==> config.mk <==
export PLATFORM = sky130hd
export DESIGN_NAME = flash_read_arbiter
export DESIGN_NICKNAME = d
export VERILOG_FILES = /design/src/rtl/flash_arb_pkg.sv /design/src/rtl/flash_read_arbiter_rr_pick2.sv /design/src/rtl/flash_read_arbiter.sv
export SDC_FILE = /design/constraint.sdc
export NUM_CORES = 1
export LEC_CHECK = 0
export CAP_MARGIN = 20
export CORE_MARGIN = 8
export CORE_UTILIZATION = 40
export CTS_BUF_LIST = sky130_fd_sc_hd__clkbuf_8
export DETAILED_ROUTE_END_ITERATION = 6
export GPL_ROUTABILITY_DRIVEN = 0
export PLACE_DENSITY = 0.75
export SLEW_MARGIN = 20
export SYNTH_ARGS = -nofsm -noshare
export SYNTH_HDL_FRONTEND = slang
export SYNTH_SLANG_ARGS = --single-unit
==> constraint.sdc <==
create_clock -name clk -period 2.65 [get_ports clk]
set_input_delay 0.53 -clock clk [delete_from_list [all_inputs] [get_ports clk]]
set_output_delay 0.53 -clock clk [all_outputs]
set_load 0.01 [all_outputs]
==> src/rtl/flash_arb_pkg.sv <==
// Shared encodings for the two-requester flash read arbiter.
package flash_arb_pkg;
  typedef enum logic [1:0] {
    IDLE = 2'b00,
    BUSY = 2'b01,
    GAP  = 2'b10
  } state_t;

  localparam logic REQ_LUT = 1'b0;
  localparam logic REQ_CAL = 1'b1;
endpackage

==> src/rtl/flash_read_arbiter_rr_pick2.sv <==
// Two-way round-robin pick: on a tie the requester not served last wins.
import flash_arb_pkg::*;

module rr_pick2 (
  input  logic valid0,
  input  logic valid1,
  input  logic last_grant,
  output logic any,
  output logic winner
);
  always_comb begin
    any    = valid0 | valid1;
    winner = REQ_LUT;
    if (valid1 && (!valid0 || last_grant == REQ_LUT)) winner = REQ_CAL;
  end
endmodule

==> src/rtl/flash_read_arbiter.sv <==
// Round-robin arbiter sharing the flash read port between the LUT path and
// the calibration loader, with a bounded per-transaction timeout.
import flash_arb_pkg::*;

module flash_read_arbiter #(
  parameter int                 ADDR_W         = 24,
  parameter int                 DATA_W         = 8,
  parameter int                 TIMEOUT_CYCLES = 1023,
  parameter logic [DATA_W-1:0]  ERR_DATA       = 8'hFF
) (
  input  logic              clk,
  input  logic              rstn,
  input  logic              req0_valid,
  input  logic [ADDR_W-1:0] req0_address,
  output logic              req0_ready,
  output logic [DATA_W-1:0] req0_rdata,
  input  logic              req1_valid,
  input  logic [ADDR_W-1:0] req1_address,
  output logic              req1_ready,
  output logic [DATA_W-1:0] req1_rdata,
  output logic [ADDR_W-1:0] fd_address,
  output logic              fd_valid,
  input  logic              fd_ready,
  input  logic [DATA_W-1:0] fd,
  output logic              grant_id,
  output logic              busy,
  output logic              timeout_err
);
  localparam int              CNT_W    = $clog2(TIMEOUT_CYCLES);
  localparam logic [CNT_W-1:0] CNT_LAST = CNT_W'(TIMEOUT_CYCLES - 1);

  state_t              state, state_d;
  logic [CNT_W-1:0]    cnt, cnt_d;
  logic                last_grant, last_grant_d;
  logic [ADDR_W-1:0]   fd_address_d;
  logic                fd_valid_d, grant_id_d, busy_d, timeout_err_d;
  logic                req0_ready_d, req1_ready_d;
  logic [DATA_W-1:0]   req0_rdata_d, req1_rdata_d;
  logic                pick_any, pick_win;

  rr_pick2 u_pick (
    .valid0     (req0_valid),
    .valid1     (req1_valid),
    .last_grant (last_grant),
    .any        (pick_any),
    .winner     (pick_win)
  );

  always_ff @(posedge clk or negedge rstn) begin
    if (!rstn) begin
      state       <= IDLE;
      cnt         <= '0;
      last_grant  <= REQ_CAL;
      fd_address  <= '0;
      fd_valid    <= 1'b0;
      grant_id    <= REQ_LUT;
      busy        <= 1'b0;
      timeout_err <= 1'b0;
      req0_ready  <= 1'b0;
      req1_ready  <= 1'b0;
      req0_rdata  <= '0;
      req1_rdata  <= '0;
    end else begin
      state       <= state_d;
      cnt         <= cnt_d;
      last_grant  <= last_grant_d;
      fd_address  <= fd_address_d;
      fd_valid    <= fd_valid_d;
      grant_id    <= grant_id_d;
      busy        <= busy_d;
      timeout_err <= timeout_err_d;
      req0_ready  <= req0_ready_d;
      req1_ready  <= req1_ready_d;
      req0_rdata  <= req0_rdata_d;
      req1_rdata  <= req1_rdata_d;
    end
  end

  always_comb begin
    state_d       = state;
    cnt_d         = cnt;
    last_grant_d  = last_grant;
    fd_address_d  = fd_address;
    fd_valid_d    = fd_valid;
    grant_id_d    = grant_id;
    busy_d        = busy;
    timeout_err_d = 1'b0;
    req0_ready_d  = 1'b0;
    req1_ready_d  = 1'b0;
    req0_rdata_d  = req0_rdata;
    req1_rdata_d  = req1_rdata;
    case (state)
      IDLE: begin
        if (pick_any) begin
          state_d      = BUSY;
          fd_address_d = (pick_win == REQ_CAL) ? req1_address : req0_address;
          fd_valid_d   = 1'b1;
          grant_id_d   = pick_win;
          busy_d       = 1'b1;
          cnt_d        = '0;
        end
      end
      BUSY: begin
        // A real completion beats a timeout landing on the same cycle.
        if (fd_ready || cnt == CNT_LAST) begin
          if (grant_id == REQ_CAL) begin
            req1_rdata_d = fd_ready ? fd : ERR_DATA;
            req1_ready_d = 1'b1;
          end else begin
            req0_rdata_d = fd_ready ? fd : ERR_DATA;
            req0_ready_d = 1'b1;
          end
          timeout_err_d = !fd_ready;
          fd_valid_d    = 1'b0;
          last_grant_d  = grant_id;
          state_d       = GAP;
        end else begin
          cnt_d = cnt + 1'b1;
        end
      end
      GAP: begin
        state_d = IDLE;
        busy_d  = 1'b0;
      end
      default: state_d = IDLE;
    endcase
  end
endmodule

==> results of run 1 <==
final cells by class:
class / instances / area share, %
Sequential cell: 59 / 36.7
Multi-Input combinational cell: 165 / 28.1
Timing Repair Buffer: 109 / 27.7
Clock buffer: 9 / 3.07
Tap cell: 77 / 2.39
Clock inverter: 7 / 1.92
Inverter: 2 / 0.186
flip-flops by register name, summed over array words and instances (netlist names):
signal       count
busy             1
cnt             10
fd_address      24
fd_valid         1
grant_id         1
last_grant       1
req0_rdata       8
req0_ready       1
req1_rdata       8
req1_ready       1
state            2
timeout_err      1
Yosys cell counts, types with 2 or more instances:
master and count:
nor3_1 5, buf_2 2, inv_1 2, o21ai_1 2
nor2b_1 2, ha_1 2, o22ai_1 3, o22a_1 9
nor2_1 6, buf_4 2, a21o_1 4, clkbuf_1 6
o21ai_0 31, mux2i_1 24, a31oi_1 2, o22a_2 7
dfrtp_1 58, a22o_1 2, nand3_1 6, nor4_1 2
nand2_1 39, a21oi_1 2
through the flow:
step	instances	setup WS, ns	total power (µW)	area [µm²]
finish	428	0.668	4140	4030
global route	428	0.604	4430	4030
CTS	428	0.673	4200	4030
detailed placement	412	0.355	3380	3830
global placement	412	0.416	3330	3830
floorplan	236	1.11	2320	2640
report_power, final:
part           internal, µW  switching, µW  total, µW
Sequential             1270            237       1510
Combinational           992            831       1820
Clock                   440            372        812
Total                  2700           1440       4140
worst reg2reg max path: stages, from the launching register on:
cell and delay (ns):
dfrtp_1 0.43, inv_1 0.09, ha_1 0.22, nand2_1 0.12, o31a_1 0.40, o22ai_1 0.13, a22o_1 0.24
cells by family after synthesis:
family	Yosys count	synth area share [%]
AO/OA/AOI/OAI	68	18.1
adder cells (fa/ha/maj)	2	0.947
buffers and inverters	12	2.08
flip-flops	59	55.9
multiplexers	24	9.09
AND/OR/NAND/NOR	71	13.8
metal layers:
metal	wire length (µm)	vias up	part of all wire, %	global-route usage, %
met2	3060	101	43	22.9
li1	-	1081	-	-
met4	63	0	0.89	5.59
met1	3230	1051	46	18.6
met5	0	-	0	0
met3	708	4	10	7.04
worst paths after layout:
check,slack (ns),to,depth (start not counted)
min,0.24,cnt[2],1
min in group clk,0.48,fd_address[12],2
max,0.67,cnt[2],5
min reg2reg,0.48,fd_address[12],2
max in group asynchronous,1.74,last_grant,2
max reg2reg,0.91,cnt[2],6
==> summary.md, run 1 <==
| Metric | Value |
|---|---|
| CTS H-tree depth | `3` |
| Delay-heaviest family, CP | `compound AO/OA/AOI/OAI gates` |
| Via count | `2237` |
| Initial antenna violation count | `0` |
| Synth top area cells | `dfrtp_1 55%, mux2i_1 9.1%, o21ai_0 5.9%` |
| Register area | `0.00148 mm²` |
| CP startpoint | `fd_ready` |
| Fin. max-slew vios | `0` |
| Min Tclk post-route | `1.98 ns` |
| Die Span Y | `97.3 µm` |
| Cell Pwr Density | `1030 mW/mm²` |
| Max Clk Rate | `505 MHz` |
| Synthesized area | `0.00264 mm²` |
| Total clock sinks | `59` |
| Vias per std cell | `5.23` |
| Final setup viols | `0` |
| Register area share after synthesis | `55.9%` |
| Critical path arrival | `2.20 ns` |
| Die X | `97.3 µm` |
| Area leader, netlist | `dfrtp_1` |
| Crit path buf inv count | `1` |
| Outcome | `complete, no violations` |
| Clk Latency, worst-skew pair | `0.33 ns` |
| EDFF count, synth | `0` |
| Reg clk slew, reported paths | `0.07 ns` |
| Worst Setup Start Kind | `primary input` |
| Slowest Stage Delay on Critical Path | `0.53 ns` |
| Ports | `107` |
| Net Count, Synth | `299` |
| TritonCTS buffer count | `9` |
| Core area | `0.00639 mm²` |
| Crit-path slowest cell | `clkdlybuf4s50_1` |
| Pre-antenna DRT Iters | `4` |
| Starting Density | `41.4%` |
| Fillers | `541` |
| Async set or reset register ratio after synthesis | `100%` |
| Vias in the first global route | `2428` |
| Antenna viol nets, final | `0` |
| Critical path class | `in -> reg` |
| CTS tree | `built` |
| Largest net degree at the start of global routing | `52` |
| Setup Fix Bufs, Post-CTS | `0` |
| Setup TNS | `0 ns` |
| Final core utilization | `63.1%` |
| First-pass GRT wire length | `11900 µm` |
| Gate Count Post-Synth | `236` |
| VDD IR-drop max | `0.628 mV` |
| Actual slew at the worst max-slew pin | `0.695 ns` |
| Footprint of the multi-input gates | `0.00113 mm²` |
| Mean post-synth cell area | `11.2 µm²` |
| HPWL Detailed | `5370 µm` |
| Routed Wire Length | `7060 µm` |
| Ys flop type | `dfrtp_1` |
| GR Util All Layers | `15.2%` |
| Fraction of layout cells with a size suffix above 1 | `12.0%` |
| Number of max-cap violations | `0` |
| Nets | `409` |
| Period utilization | `74.8%` |
| Die area | `0.00946 mm²` |
| Diode count | `0` |
| CP Max Fanout | `10` |
| Initial DRC count | `91` |
| Static Leak | `0.00171 µW` |
| I/O Buffers | `106` |
| Crit. End Element | `register` |
| Row count | `29` |
| Hold slack | `0.244 ns` |
| Commonest non-fill, non-tap cell in the layout | `clkdlybuf4s50_1` |
| Post-CTS sizing | `0` |
| Slew Limit Headroom | `53.6%` |
| CP required | `2.87 ns` |
| Root buf cell | `clkbuf_8` |
| Max Buffers Root-to-Sink | `2` |
| R2r startpoint | `cnt[0]` |
| Hold Path Class | `in -> async` |
| Area Growth Syn to Fin | `52.6%` |
| Routed len/inst | `16.5 µm` |
| Yosys warns | `0` |
| Remaining routing DRC violations | `0` |
| Unrepaired setup endpoints after global routing | `false` |
| Hold buffers post-CTS | `0` |
| Yosys top cell area share | `54.9%` |
| Crit-path cells | `clkdlybuf4s50_1, nor3b_2, o31a_1, o22ai_1, a22o_1` |
| Yosys reg bits | `59` |
| Max Clock Skew | `0.00828 ns` |
| Grt total ovfl | `0` |
| Most frequent cells in the layout | `105 x clkdlybuf4s50_1, 58 x dfrtp_1, 39 x nand2_1` |
| Distinct cells, synth | `40` |
| Endpoints failing hold | `0` |
Note: power is estimated with default switching activity, not from simulation.
==> inputs of run 2 (changes only) <==
==> constraint.sdc (replaced) <==
create_clock -name clk -period 2 [get_ports clk]
set_input_delay 0.4 -clock clk [delete_from_list [all_inputs] [get_ports clk]]
set_output_delay 0.4 -clock clk [all_outputs]
set_load 0.01 [all_outputs]
==> run 2 against run 1 <==
Effect of this change:
- clock-buffer cell count up 3
- via count up 1.0%
- flip-flop and latch count is the same
- global-route usage is essentially flat
- non-clock buffer count grew 4
- largest power group unchanged
- clock power is 38% higher
==> summary.md, run 2 (synthesis gave the netlist of run 1 again) <==
| Metric | Value |
|---|---|
| Finished Cell Area | `0.00406 mm² (was 0.00403 mm²)` |
| Vias per std cell | `5.23 (about the same)` |
| Pre-antenna DRT Iters | `4 (unchanged)` |
| Outcome | `complete, no violations (unchanged)` |
| Largest reg by FF count | `fd_address (unchanged)` |
| Crit path depth | `1 (was 5)` |
| Endpoints failing hold | `0 (unchanged)` |
| Core area | `0.00639 mm² (unchanged)` |
| Routed len/inst | `16.4 µm (was 16.5 µm)` |
| Setup Fix Bufs, Post-CTS | `0 (unchanged)` |
| Commonest non-fill, non-tap cell in the layout | `clkdlybuf4s50_1 (unchanged)` |
| Reg clk slew, reported paths | `0.06 ns (was 0.07 ns)` |
| Ports | `107 (unchanged)` |
| Crit. End Element | `output port (was register)` |
| Register area | `0.00148 mm² (unchanged)` |
| Crit-path slowest cell | `clkdlybuf4s50_1 (unchanged)` |
| HPWL Detailed | `5400 µm (was 5370 µm)` |
| Slowest Stage Delay on Critical Path | `0.60 ns (was 0.53 ns)` |
| Via count | `2260 (was 2237)` |
| CTS H-tree depth | `3 (unchanged)` |
| Die area | `0.00946 mm² (unchanged)` |
| Max Buffers Root-to-Sink | `2 (unchanged)` |
| Cell Pwr Density | `1360 mW/mm² (was 1030 mW/mm²)` |
| Period utilization | `90.5%` |
| Setup TNS | `0 ns (unchanged)` |
| Routed Wire Length | `7090 µm (was 7060 µm)` |
| TritonCTS buffer count | `9 (unchanged)` |
| Number of max-cap violations | `0 (unchanged)` |
| Antenna viol nets, final | `0 (unchanged)` |
| Max Clock Skew | `0.00808 ns (was 0.00828 ns)` |
| Starting Density | `41.4% (unchanged)` |
| Max FFs per register | `24 (unchanged)` |
| Final Instance Count excl. Fillers | `432 (was 428)` |
| Fillers | `527 (was 541)` |
| Critical path class | `reg -> out (was in -> reg)` |
| Vias in the first global route | `2357 (was 2428)` |
| Diode count | `0 (unchanged)` |
| Final setup viols | `0 (unchanged)` |
| CP required | `1.60 ns (was 2.87 ns)` |
| Most frequent cells in the layout | `105 x clkdlybuf4s50_1, 58 x dfrtp_1, 39 x nand2_1 (unchanged)` |
| Clk Latency, worst-skew pair | `0.33 ns (about the same)` |
| I/O Buffers | `106 (unchanged)` |
| Slew Limit Headroom | `69.0% (was 53.6%)` |
| Delay-heaviest family, CP | `buffers and inverters (was compound AO/OA/AOI/OAI gates)` |
| Largest regs | `fd_address (24), cnt (10) (unchanged)` |
| Min Tclk post-route | `1.81 ns` |
| Largest net degree at the start of global routing | `42 (was 52)` |
| R2r setup slk | `0.24 ns (was 0.91 ns)` |
| Total clock sinks | `59 (unchanged)` |
| Static Leak | `0.00174 µW (was 0.00171 µW)` |
| Nets | `413 (was 409)` |
| Die Span Y | `97.3 µm (unchanged)` |
| Die X | `97.3 µm (unchanged)` |
| Root buf cell | `clkbuf_8 (unchanged)` |
| First-pass GRT wire length | `11600 µm (was 11900 µm)` |
| Row count | `29 (unchanged)` |
| Placed Area | `0.00385 mm² (was 0.00383 mm²)` |
| Initial antenna violation count | `0 (unchanged)` |
| Fraction of layout cells with a size suffix above 1 | `13.0% (was 12.0%)` |
| Hold buffers post-CTS | `0 (unchanged)` |
| Initial DRC count | `94 (was 91)` |
| Cells on worst reg2reg path | `6 (unchanged)` |
| Unrepaired setup endpoints after global routing | `false (unchanged)` |
| Worst Setup Start Kind | `register (was primary input)` |
| Max Clk Rate | `553 MHz` |
| Fin. max-slew vios | `0 (unchanged)` |
| Post-CTS sizing | `0 (unchanged)` |
| GR Util All Layers | `15.2% (about the same)` |
| Critical path arrival | `1.41 ns (was 2.20 ns)` |
| Remaining routing DRC violations | `0 (unchanged)` |
| Footprint of the multi-input gates | `0.00113 mm² (unchanged)` |
| Inst Count DP | `416 (was 412)` |
| Grt total ovfl | `0 (unchanged)` |
| VDD IR-drop max | `0.841 mV (was 0.628 mV)` |
| Crit-path cells | `clkdlybuf4s50_1 (was clkdlybuf4s50_1, nor3b_2, o31a_1, o22ai_1, a22o_1)` |
| Actual slew at the worst max-slew pin | `0.465 ns (was 0.695 ns)` |
| Crit path buf inv count | `1 (unchanged)` |
| CTS tree | `built (unchanged)` |
| Area Growth Syn to Fin | `53.6% (was 52.6%)` |
| Hold Path Class | `in -> async (unchanged)` |
| CP Max Fanout | `6 (was 10)` |
==> run 2: through the flow <==
stage               hold slack [ns]  power (µW)  worst slack, ns  utilization [%]
floorplan                     0.104        3070            0.455                -
global placement              0.375        4420           0.0896             60.2
detailed placement            0.375        4480           0.0436             60.2
CTS                          0.0113        5630            0.173             63.6
global route                 0.0347        5920            0.134             63.6
finish                       0.0194        5540            0.191             63.6
==> run 2: layer usage <==
metal	GRT usage, %	part of all wire, %
met3	8.61	11
met2	21.5	44
met5	0	0
met1	18.0	43
met4	7.46	1.6
==> run 2: final cells by class <==
| type | count | area share, % |
|---|---|---|
| Sequential cell | 59 | 36.4 |
| Timing Repair Buffer | 113 | 27.9 |
| Multi-Input combinational cell | 165 | 27.9 |
| Clock buffer | 12 | 4.07 |
| Tap cell | 77 | 2.37 |
| Clock inverter | 4 | 1.17 |
| Inverter | 2 | 0.185 |
==> run 2: final timing paths <==
kind	from	end
min in group clk	fd_address[17]	fd_address[17]
min reg2reg	fd_address[17]	fd_address[17]
max in group asynchronous	rstn	last_grant
min	rstn	state[1]
max	grant_id	grant_id
max reg2reg	cnt[0]	cnt[7]
==> run 2: power by group <==
group	leakage, µW	total, µW	switching (µW)	internal, µW
Combinational	0.000910	2430	1110	1320
Sequential	0.000720	1990	305	1680
Clock	0.000108	1120	446	673
